### config.mk
export PLATFORM = sky130hd
export DESIGN_NAME = aes_round_ctrl
export DESIGN_NICKNAME = d
export VERILOG_FILES = /design/src/rtl/aes_ctrl_pkg.sv /design/src/rtl/aes_rcon_lut.sv /design/src/rtl/aes_round_ctrl.sv
export SDC_FILE = /design/constraint.sdc
export NUM_CORES = 1
export LEC_CHECK = 0
export ABC_AREA = 1
export CORE_MARGIN = 4
export CORE_UTILIZATION = 40
export CTS_CLUSTER_SIZE = 24
export DETAILED_ROUTE_END_ITERATION = 10
export PLACE_DENSITY = 0.8
export SLEW_MARGIN = 20
export SYNTH_ARGS = -nofsm -noshare
export SYNTH_HDL_FRONTEND = slang
export SYNTH_HIERARCHICAL = 1
export SYNTH_SLANG_ARGS = --single-unit
### constraint.sdc
create_clock -name clk -period 2.21 [get_ports clk]
set_clock_uncertainty 0.05 [all_clocks]
set_input_delay 0.663 -clock clk [delete_from_list [all_inputs] [get_ports clk]]
set_output_delay 0.663 -clock clk [all_outputs]
set_load 0.02 [all_outputs]
### src/rtl/aes_ctrl_pkg.sv
// -----------------------------------------------------------------------------
// aes_ctrl_pkg
// Shared definitions for the AES-128 round sequencer:
//   - ctrl_state_e : sequencer states (IDLE, ROUND, HOLD)
//   - NR_DEFAULT   : number of rounds for full AES-128
//   - RCON         : key-expansion round constants, indexed by round 1..10
// -----------------------------------------------------------------------------
package aes_ctrl_pkg;

    typedef enum logic [1:0] {
        IDLE  = 2'd0,
        ROUND = 2'd1,
        HOLD  = 2'd2
    } ctrl_state_e;

    localparam int NR_DEFAULT = 10;

    // Index range of the RCON table; rounds outside it have no constant.
    localparam int RCON_FIRST = 1;
    localparam int RCON_LAST  = 10;

    localparam logic [7:0] RCON [RCON_FIRST:RCON_LAST] = '{
        8'h01, 8'h02, 8'h04, 8'h08, 8'h10,
        8'h20, 8'h40, 8'h80, 8'h1B, 8'h36
    };

endpackage

### src/rtl/aes_rcon_lut.sv
// -----------------------------------------------------------------------------
// aes_rcon_lut
// Combinational round-number to round-constant lookup.
// Ports:
//   round_i [ROUND_W-1:0] : round number; 1..10 map to RCON, anything else -> 0
//   rcon_o  [7:0]         : round constant for the key-expansion step
// -----------------------------------------------------------------------------
module aes_rcon_lut
    import aes_ctrl_pkg::*;
#(
    parameter int ROUND_W = 4
) (
    input  logic [ROUND_W-1:0] round_i,
    output logic [7:0]         rcon_o
);

    // One masked term per table entry; at most one term is non-zero, so an
    // OR-reduction yields the selected constant or 0 when out of range.
    logic [7:0] term [RCON_FIRST:RCON_LAST];

    genvar gi;
    generate
        for (gi = RCON_FIRST; gi <= RCON_LAST; gi++) begin : g_entry
            // Zero-extend before comparing so narrow ROUND_W never aliases.
            assign term[gi] = (32'(round_i) == gi) ? RCON[gi] : 8'h00;
        end
    endgenerate

    always_comb begin
        rcon_o = 8'h00;
        for (int i = RCON_FIRST; i <= RCON_LAST; i++) begin
            rcon_o = rcon_o | term[i];
        end
    end

endmodule

### src/rtl/aes_round_ctrl.sv
// -----------------------------------------------------------------------------
// aes_round_ctrl
// Iterative sequencer for a single-round AES-128 encryption datapath. Accepts
// a block over in_valid/in_ready, steps the datapath through NR rounds, then
// presents the result over out_valid/out_ready. No 128-bit data is held here.
//
// Parameters:
//   NR      : rounds per block (1..10; <10 only for reduced-round testing)
//   ROUND_W : width of the round index, 2^ROUND_W > NR
//
// Ports:
//   clk, reset         : rising-edge clock, synchronous active-high reset
//   in_valid/in_ready  : block input handshake
//   abort              : synchronous cancel of the block in flight
//   out_valid/out_ready: ciphertext output handshake
//   dp_load            : datapath captures IN^KEY / KEY at this edge
//   dp_round_en        : datapath executes one round at this edge
//   dp_final           : current round omits MixColumns
//   dp_round           : current round 1..NR, 0 outside a round
//   dp_rcon            : round constant, 0 outside a round
//   busy               : high in ROUND or HOLD
//   blk_count          : completed output handshakes (only when
//                        AES_ROUND_CTRL_PERF_EN is defined)
// -----------------------------------------------------------------------------
module aes_round_ctrl
    import aes_ctrl_pkg::*;
#(
    parameter int NR      = NR_DEFAULT,
    parameter int ROUND_W = 4
) (
    input  logic               clk,
    input  logic               reset,
    input  logic               in_valid,
    output logic               in_ready,
    input  logic               abort,
    output logic               out_valid,
    input  logic               out_ready,
    output logic               dp_load,
    output logic               dp_round_en,
    output logic               dp_final,
    output logic [ROUND_W-1:0] dp_round,
    output logic [7:0]         dp_rcon,
    output logic               busy
`ifdef AES_ROUND_CTRL_PERF_EN
    ,
    output logic [31:0]        blk_count
`endif
);

    localparam logic [ROUND_W-1:0] RND_ZERO = '0;
    localparam logic [ROUND_W-1:0] RND_ONE  = ROUND_W'(1);
    localparam logic [ROUND_W-1:0] RND_LAST = ROUND_W'(NR);

    ctrl_state_e        state_q, state_d;
    logic [ROUND_W-1:0] rnd_q, rnd_d;
    logic [7:0]         lut_rcon;

    aes_rcon_lut #(
        .ROUND_W (ROUND_W)
    ) u_rcon_lut (
        .round_i (rnd_q),
        .rcon_o  (lut_rcon)
    );

    always_ff @(posedge clk) begin
        if (reset) begin
            state_q <= IDLE;
            rnd_q   <= RND_ZERO;
        end else begin
            state_q <= state_d;
            rnd_q   <= rnd_d;
        end
    end

    always_comb begin
        state_d     = state_q;
        rnd_d       = rnd_q;
        in_ready    = 1'b0;
        out_valid   = 1'b0;
        dp_load     = 1'b0;
        dp_round_en = 1'b0;
        dp_final    = 1'b0;
        dp_round    = RND_ZERO;
        dp_rcon     = 8'h00;
        busy        = 1'b0;

        case (state_q)
            IDLE: begin
                in_ready = !abort;
                if (in_valid && !abort) begin
                    dp_load = 1'b1;
                    state_d = ROUND;
                    rnd_d   = RND_ONE;
                end
            end

            ROUND: begin
                busy = 1'b1;
                if (abort) begin
                    // Cancelled round: datapath must not move this edge.
                    state_d = IDLE;
                    rnd_d   = RND_ZERO;
                end else begin
                    dp_round_en = 1'b1;
                    dp_round    = rnd_q;
                    dp_rcon     = lut_rcon;
                    dp_final    = (rnd_q == RND_LAST);
                    if (rnd_q == RND_LAST) begin
                        state_d = HOLD;
                    end else begin
                        rnd_d = rnd_q + RND_ONE;
                    end
                end
            end

            HOLD: begin
                busy = 1'b1;
                if (abort) begin
                    // out_valid is withdrawn in the abort cycle so a consumer
                    // with out_ready high never sees a completed handshake.
                    state_d = IDLE;
                    rnd_d   = RND_ZERO;
                end else begin
                    out_valid = 1'b1;
                    in_ready  = out_ready;
                    if (out_ready) begin
                        if (in_valid) begin
                            // Back-to-back: next block loads as this one leaves.
                            dp_load = 1'b1;
                            state_d = ROUND;
                            rnd_d   = RND_ONE;
                        end else begin
                            state_d = IDLE;
                            rnd_d   = RND_ZERO;
                        end
                    end
                end
            end

            default: begin
                state_d = IDLE;
                rnd_d   = RND_ZERO;
            end
        endcase

        // While reset is asserted nothing is offered or accepted.
        if (reset) begin
            in_ready    = 1'b0;
            out_valid   = 1'b0;
            dp_load     = 1'b0;
            dp_round_en = 1'b0;
            dp_final    = 1'b0;
            dp_round    = RND_ZERO;
            dp_rcon     = 8'h00;
            busy        = 1'b0;
        end
    end

`ifdef AES_ROUND_CTRL_PERF_EN
    logic [31:0] blk_count_q;

    // Counts only completed handshakes; out_valid is already low on abort,
    // and the add wraps naturally at 32 bits.
    always_ff @(posedge clk) begin
        if (reset) begin
            blk_count_q <= 32'd0;
        end else if (out_valid && out_ready) begin
            blk_count_q <= blk_count_q + 32'd1;
        end
    end

    assign blk_count = blk_count_q;
`endif

endmodule
==> results <==
- The worst path required time is 1.50 ns.
- Of the total power, the share spent switching nets is 0.3650.
- The number of buffers inserted during clock tree synthesis is 3.
- The detail route stage leaves a number of antenna-violating nets equal to 0.
- The cell chosen for the clock root is sky130_fd_sc_hd__clkbuf_4.
- The placer congestion estimate is between 0.7 and 0.8.
- The initial antenna violation count came to 0.
- The width of the die is 50.85 um.
- The netlist uses 16 different library cells.
- Of the total synthesized cell area, the portion taken by XOR and XNOR cells is 0.01193.
- Of the cells placed in the final design, the portion with a size suffix greater than 1 is 0.3778.
- Based on the critical path, the design can be clocked at up to between 400 and 500 MHz.
- For this run, the number of Yosys warnings is 6.
- After clock tree synthesis, the clock-pin slew on the worst setup and hold paths is 0.04 ns.
- The cell leakage power is ~0.61 nW.
- The normalized max-slew margin is 0.8336.
- The simple-gate share of the synthesized area is 0.4344.
- The net count of the finished layout is 195.
- Registers take 120.1 um2.
- The design draws roughly 0.00038 W.
- The path class of the tightest hold or removal check is flip-flop to flip-flop.
- The number of buffers inserted for hold repair after clock tree synthesis is 0.
- The buffer levels on the longest clock path is 2.
- The overall die area is 2586 um2.
- The synthesized design spends more area on one cell type than any other, namely sky130_fd_sc_hd__dfxtp_1.
- For this run, design rule violations remaining after detail routing come to 0.
- 23 I/O pins were placed.
- The path type of the worst setup path is input pin to primary output.
- The flow ran to the end, and the final reports show no timing, DRC or antenna violations.
- For this block, the routed nets add up to 2240 um of wire.
- For this design the ratio of total power to cell area is between 300 and 400 nW/um2.
- The analysis attributes to net switching a power of 0.0001400 W.
- The global-route wire length before repair is between 3000 and 4000 um.
- Measured on the finished design, the core utilization comes to 0.6638.
- At the placement stage, the worst setup path has a slack of -0.8028 ns.
- The part of the total power dissipated in the clock network is 0.248.
- The final number of setup-violating endpoints is 0.
- Cell internal power was estimated by the tool at between 0.0002 and 0.00025 W.
- The largest net degree at the start of global routing is 8.
- The vertical die dimension is around 50 um.
- From synthesis to final layout, the design area changed by 56.05%.
- STA classifies the critical path endpoint as a primary output.
- Summed over all layers, the global routing overflow is 0.
- The final-report max-slew violation count is 0.
- The most frequently used flop master after synthesis is sky130_fd_sc_hd__dfxtp_1.
- The top fanout value on the critical path is 5.
- The global-route total usage across every layer is 0.1840.
- The number of maximum-capacitance violations is 0.
- The count of routing violations after the opening detailed-route iteration is 30.
- The synthesized-area fraction occupied by ao, oa, aoi and oai cells was 0.09881.
- Final hold analysis gives a worst-case slack of between 0.5 and 0.6 ns.
- The later-pin clock latency in the skew report is 0.23 ns.
- The worst path meets setup with 0.04934 ns of slack.
- The measured slew at the worst slew-check pin is between 0.2 and 0.25 ns.
- Dividing the final minimum period by the clock period gives 0.9777.
- The cell row count is 15.
- The share of synthesized registers carrying an async set or reset is 0.
- The share of cell area taken by muxes after synthesis is 0.
- TritonCTS built the clock tree.
- The shortest period the worst path allows is approximately 2.2 ns.
- Of the post-synthesis cell area, the dominant cell type holds 0.1635.
- The signal on the critical path passes through buf_2 > inv_2 > buf_6 > nand3_4 > a211oi_2 > buf_4.
- The stage delay of the slowest cell on the critical path is roughly 0.24 ns.
- The portion of total power attributed to sequential cells is 0.320.
- The clock net in this run drives a total of 6 sinks.
- The sequential area share after synthesis is 0.1635.
- Buffers placed on the I/O ports in this run total 22.
- The power share of the combinational group is 0.432.
- The number of global-route vias before repair is ~920.
- Among all stages on the critical path, the largest delay is contributed by sky130_fd_sc_hd__a211oi_2.
- The half-perimeter wire length after placement is about 1700 um.
- In this run the number of H-tree levels came out at 1.
- By area the synthesized netlist is led by sky130_fd_sc_hd__dfxtp_1 (16%), sky130_fd_sc_hd__nand2_1 (15%), sky130_fd_sc_hd__nor2_1 (14%).
- The most frequent cell after synthesis is sky130_fd_sc_hd__nand2_1.
- The routed layout has roughly 1000 vias.
- The number of antenna diodes in the final layout is 0.
- For this configuration, the core starts out at a cell density of 0.4254.
- The final number of hold-violating endpoints is 0.
- After synthesis, the largest family of logic cells by area is simple AND/OR/NAND/NOR gates.
- The multi-input combinational cells in the finished layout cover a total of 553.0 um2.
- By count the netlist is led by sky130_fd_sc_hd__nand2_1 (30), sky130_fd_sc_hd__nor2_1 (27), sky130_fd_sc_hd__inv_1 (24), sky130_fd_sc_hd__ha_1 (8).
- The detailed-route vias per instance is between 4 and 5.
- The post-detailed-route wirelength per cell is roughly 11 um.
- The post-synthesis cell count is around 130.
- The arrival time at the worst endpoint is ~1.5 ns.
- For this run, the detailed router's first-pass iteration total came to 4.
- The standard cell core area is about 1700 um2.
- The number of nets handed over by synthesis was 145.
- The synthesized cell area is around 730 um2.
- The synthesized design contains 0 enable-type register cells.
- The area share of fa/ha/maj cells after synthesis is 0.1363.
- The worst setup path is launched from an input pin.
- The number of flip-flops and latches in the synthesized netlist is 6.
- In this run the mean area of a mapped cell was ~5.6 um2.
- The total of fill cells in the finished design is roughly 160.
- The highest ir drop seen on vdd is roughly 0.00038 V.
-- stage by stage --
stage          TNS (ns)  instances  instance area, um2
2_1_floorplan         0        132               734.5
3_3_place_gp     -11.84        198                1131
3_5_place_dp     -12.61        198                1131
4_1_cts               0        204                1136
5_1_grt        -0.01410        205                1146
6_report              0        205                1146
-- state kept, by name, summed over array words and instances, names as in the netlist --
signal and flops:
state_q 2, rnd_q 4
-- cell usage in the layout, fill, tap and decap left out --
| master | Yosys | routed |
|---|---|---|
| sky130_fd_sc_hd__xor2_1 | 1 | 1 |
| sky130_fd_sc_hd__buf_4 | 0 | 26 |
| sky130_fd_sc_hd__nand3_2 | 1 | 1 |
| sky130_fd_sc_hd__dlygate4sd2_1 | 0 | 2 |
| sky130_fd_sc_hd__o21ai_0 | 6 | 5 |
| sky130_fd_sc_hd__nand4_1 | 1 | 1 |
| sky130_fd_sc_hd__nor2_4 | 2 | 2 |
| sky130_fd_sc_hd__nand2_4 | 0 | 2 |
| sky130_fd_sc_hd__a21oi_1 | 7 | 7 |
| sky130_fd_sc_hd__inv_2 | 5 | 8 |
| sky130_fd_sc_hd__clkbuf_4 | 0 | 3 |
| sky130_fd_sc_hd__nand2_1 | 30 | 30 |
| sky130_fd_sc_hd__ha_4 | 0 | 1 |
| sky130_fd_sc_hd__clkbuf_2 | 0 | 1 |
| sky130_fd_sc_hd__nand3_1 | 7 | 6 |
| sky130_fd_sc_hd__buf_6 | 0 | 1 |
| sky130_fd_sc_hd__nor2_1 | 27 | 26 |
| sky130_fd_sc_hd__ha_1 | 8 | 7 |
| sky130_fd_sc_hd__buf_2 | 1 | 14 |
| sky130_fd_sc_hd__clkdlybuf4s15_2 | 0 | 1 |
| sky130_fd_sc_hd__nor2_2 | 0 | 1 |
| sky130_fd_sc_hd__inv_1 | 24 | 21 |
| sky130_fd_sc_hd__a211oi_2 | 0 | 1 |
| sky130_fd_sc_hd__dfxtp_1 | 6 | 6 |
| sky130_fd_sc_hd__nand3_4 | 0 | 1 |
| sky130_fd_sc_hd__nand2_2 | 5 | 4 |
| sky130_fd_sc_hd__o21ai_2 | 0 | 1 |
-- power by group through the flow --
stage | clock network (W) | logic [W] | registers, W
3_5_place_dp | 0 | 0.000154 | 0.000124
6_report | 0.0000951 | 0.000166 | 0.000123
4_1_cts | 0.0000997 | 0.000161 | 0.000122
2_1_floorplan | 0 | 0.0000829 | 0.000125
5_1_grt | 0.000111 | 0.000184 | 0.000124
3_3_place_gp | 0 | 0.000148 | 0.000124
-- cells by family (layout without fill, tap and decap cells) --
| family | count (synthesis) | after routing |
|---|---|---|
| compound gates | 14 | 14 |
| xor+xnor | 1 | 1 |
| fa+ha+maj | 8 | 8 |
| buf+inv | 30 | 77 |
| flops | 6 | 6 |
| simple gates | 73 | 74 |
-- critical path, delay by kind of cell --
family | cells | cell delay [ns]
AO/OA/AOI/OAI | 1 | 0.24
AND/OR/NAND/NOR | 1 | 0.07
buffers and inverters | 4 | 0.48
-- final cells by class --
| cell class | instances | share of cell area |
|---|---|---|
| Timing Repair Buffer | 45 | 0.2707 |
| Clock buffer | 3 | 0.01965 |
| Tap cell | 25 | 0.02729 |
| Sequential cell | 6 | 0.1048 |
| Multi-Input combinational cell | 97 | 0.4825 |
| Inverter | 29 | 0.09498 |
-- routing by layer --
metal  track usage  part of all wire  vias up
met3       0.02915             0.058        0
met1        0.2046              0.42      461
met5             0                 0        -
met4       0.06726                 0        0
met2        0.3478              0.52       37
li1              -                 -      498
-- repair_timing --
action                     CTS  global route
gates cloned                 1             0
setup endpoints to repair   18             6
buffers inserted             2             1
resized for setup           93             6
pin swaps                    2             1
-- final timing paths --
| path | start | end | slack, ns | depth (start not counted) |
|---|---|---|---|---|
| worst max-delay path | abort | dp_load | 0.05 | 6 |
| worst min-delay path | rnd_q[3] | rnd_q[3] | 0.58 | 3 |
| worst max register to register | state_q[1] | state_q[0] | 0.64 | 10 |
| worst min register to register | rnd_q[3] | rnd_q[3] | 0.58 | 3 |
Note: power is estimated with default switching activity, not from simulation.
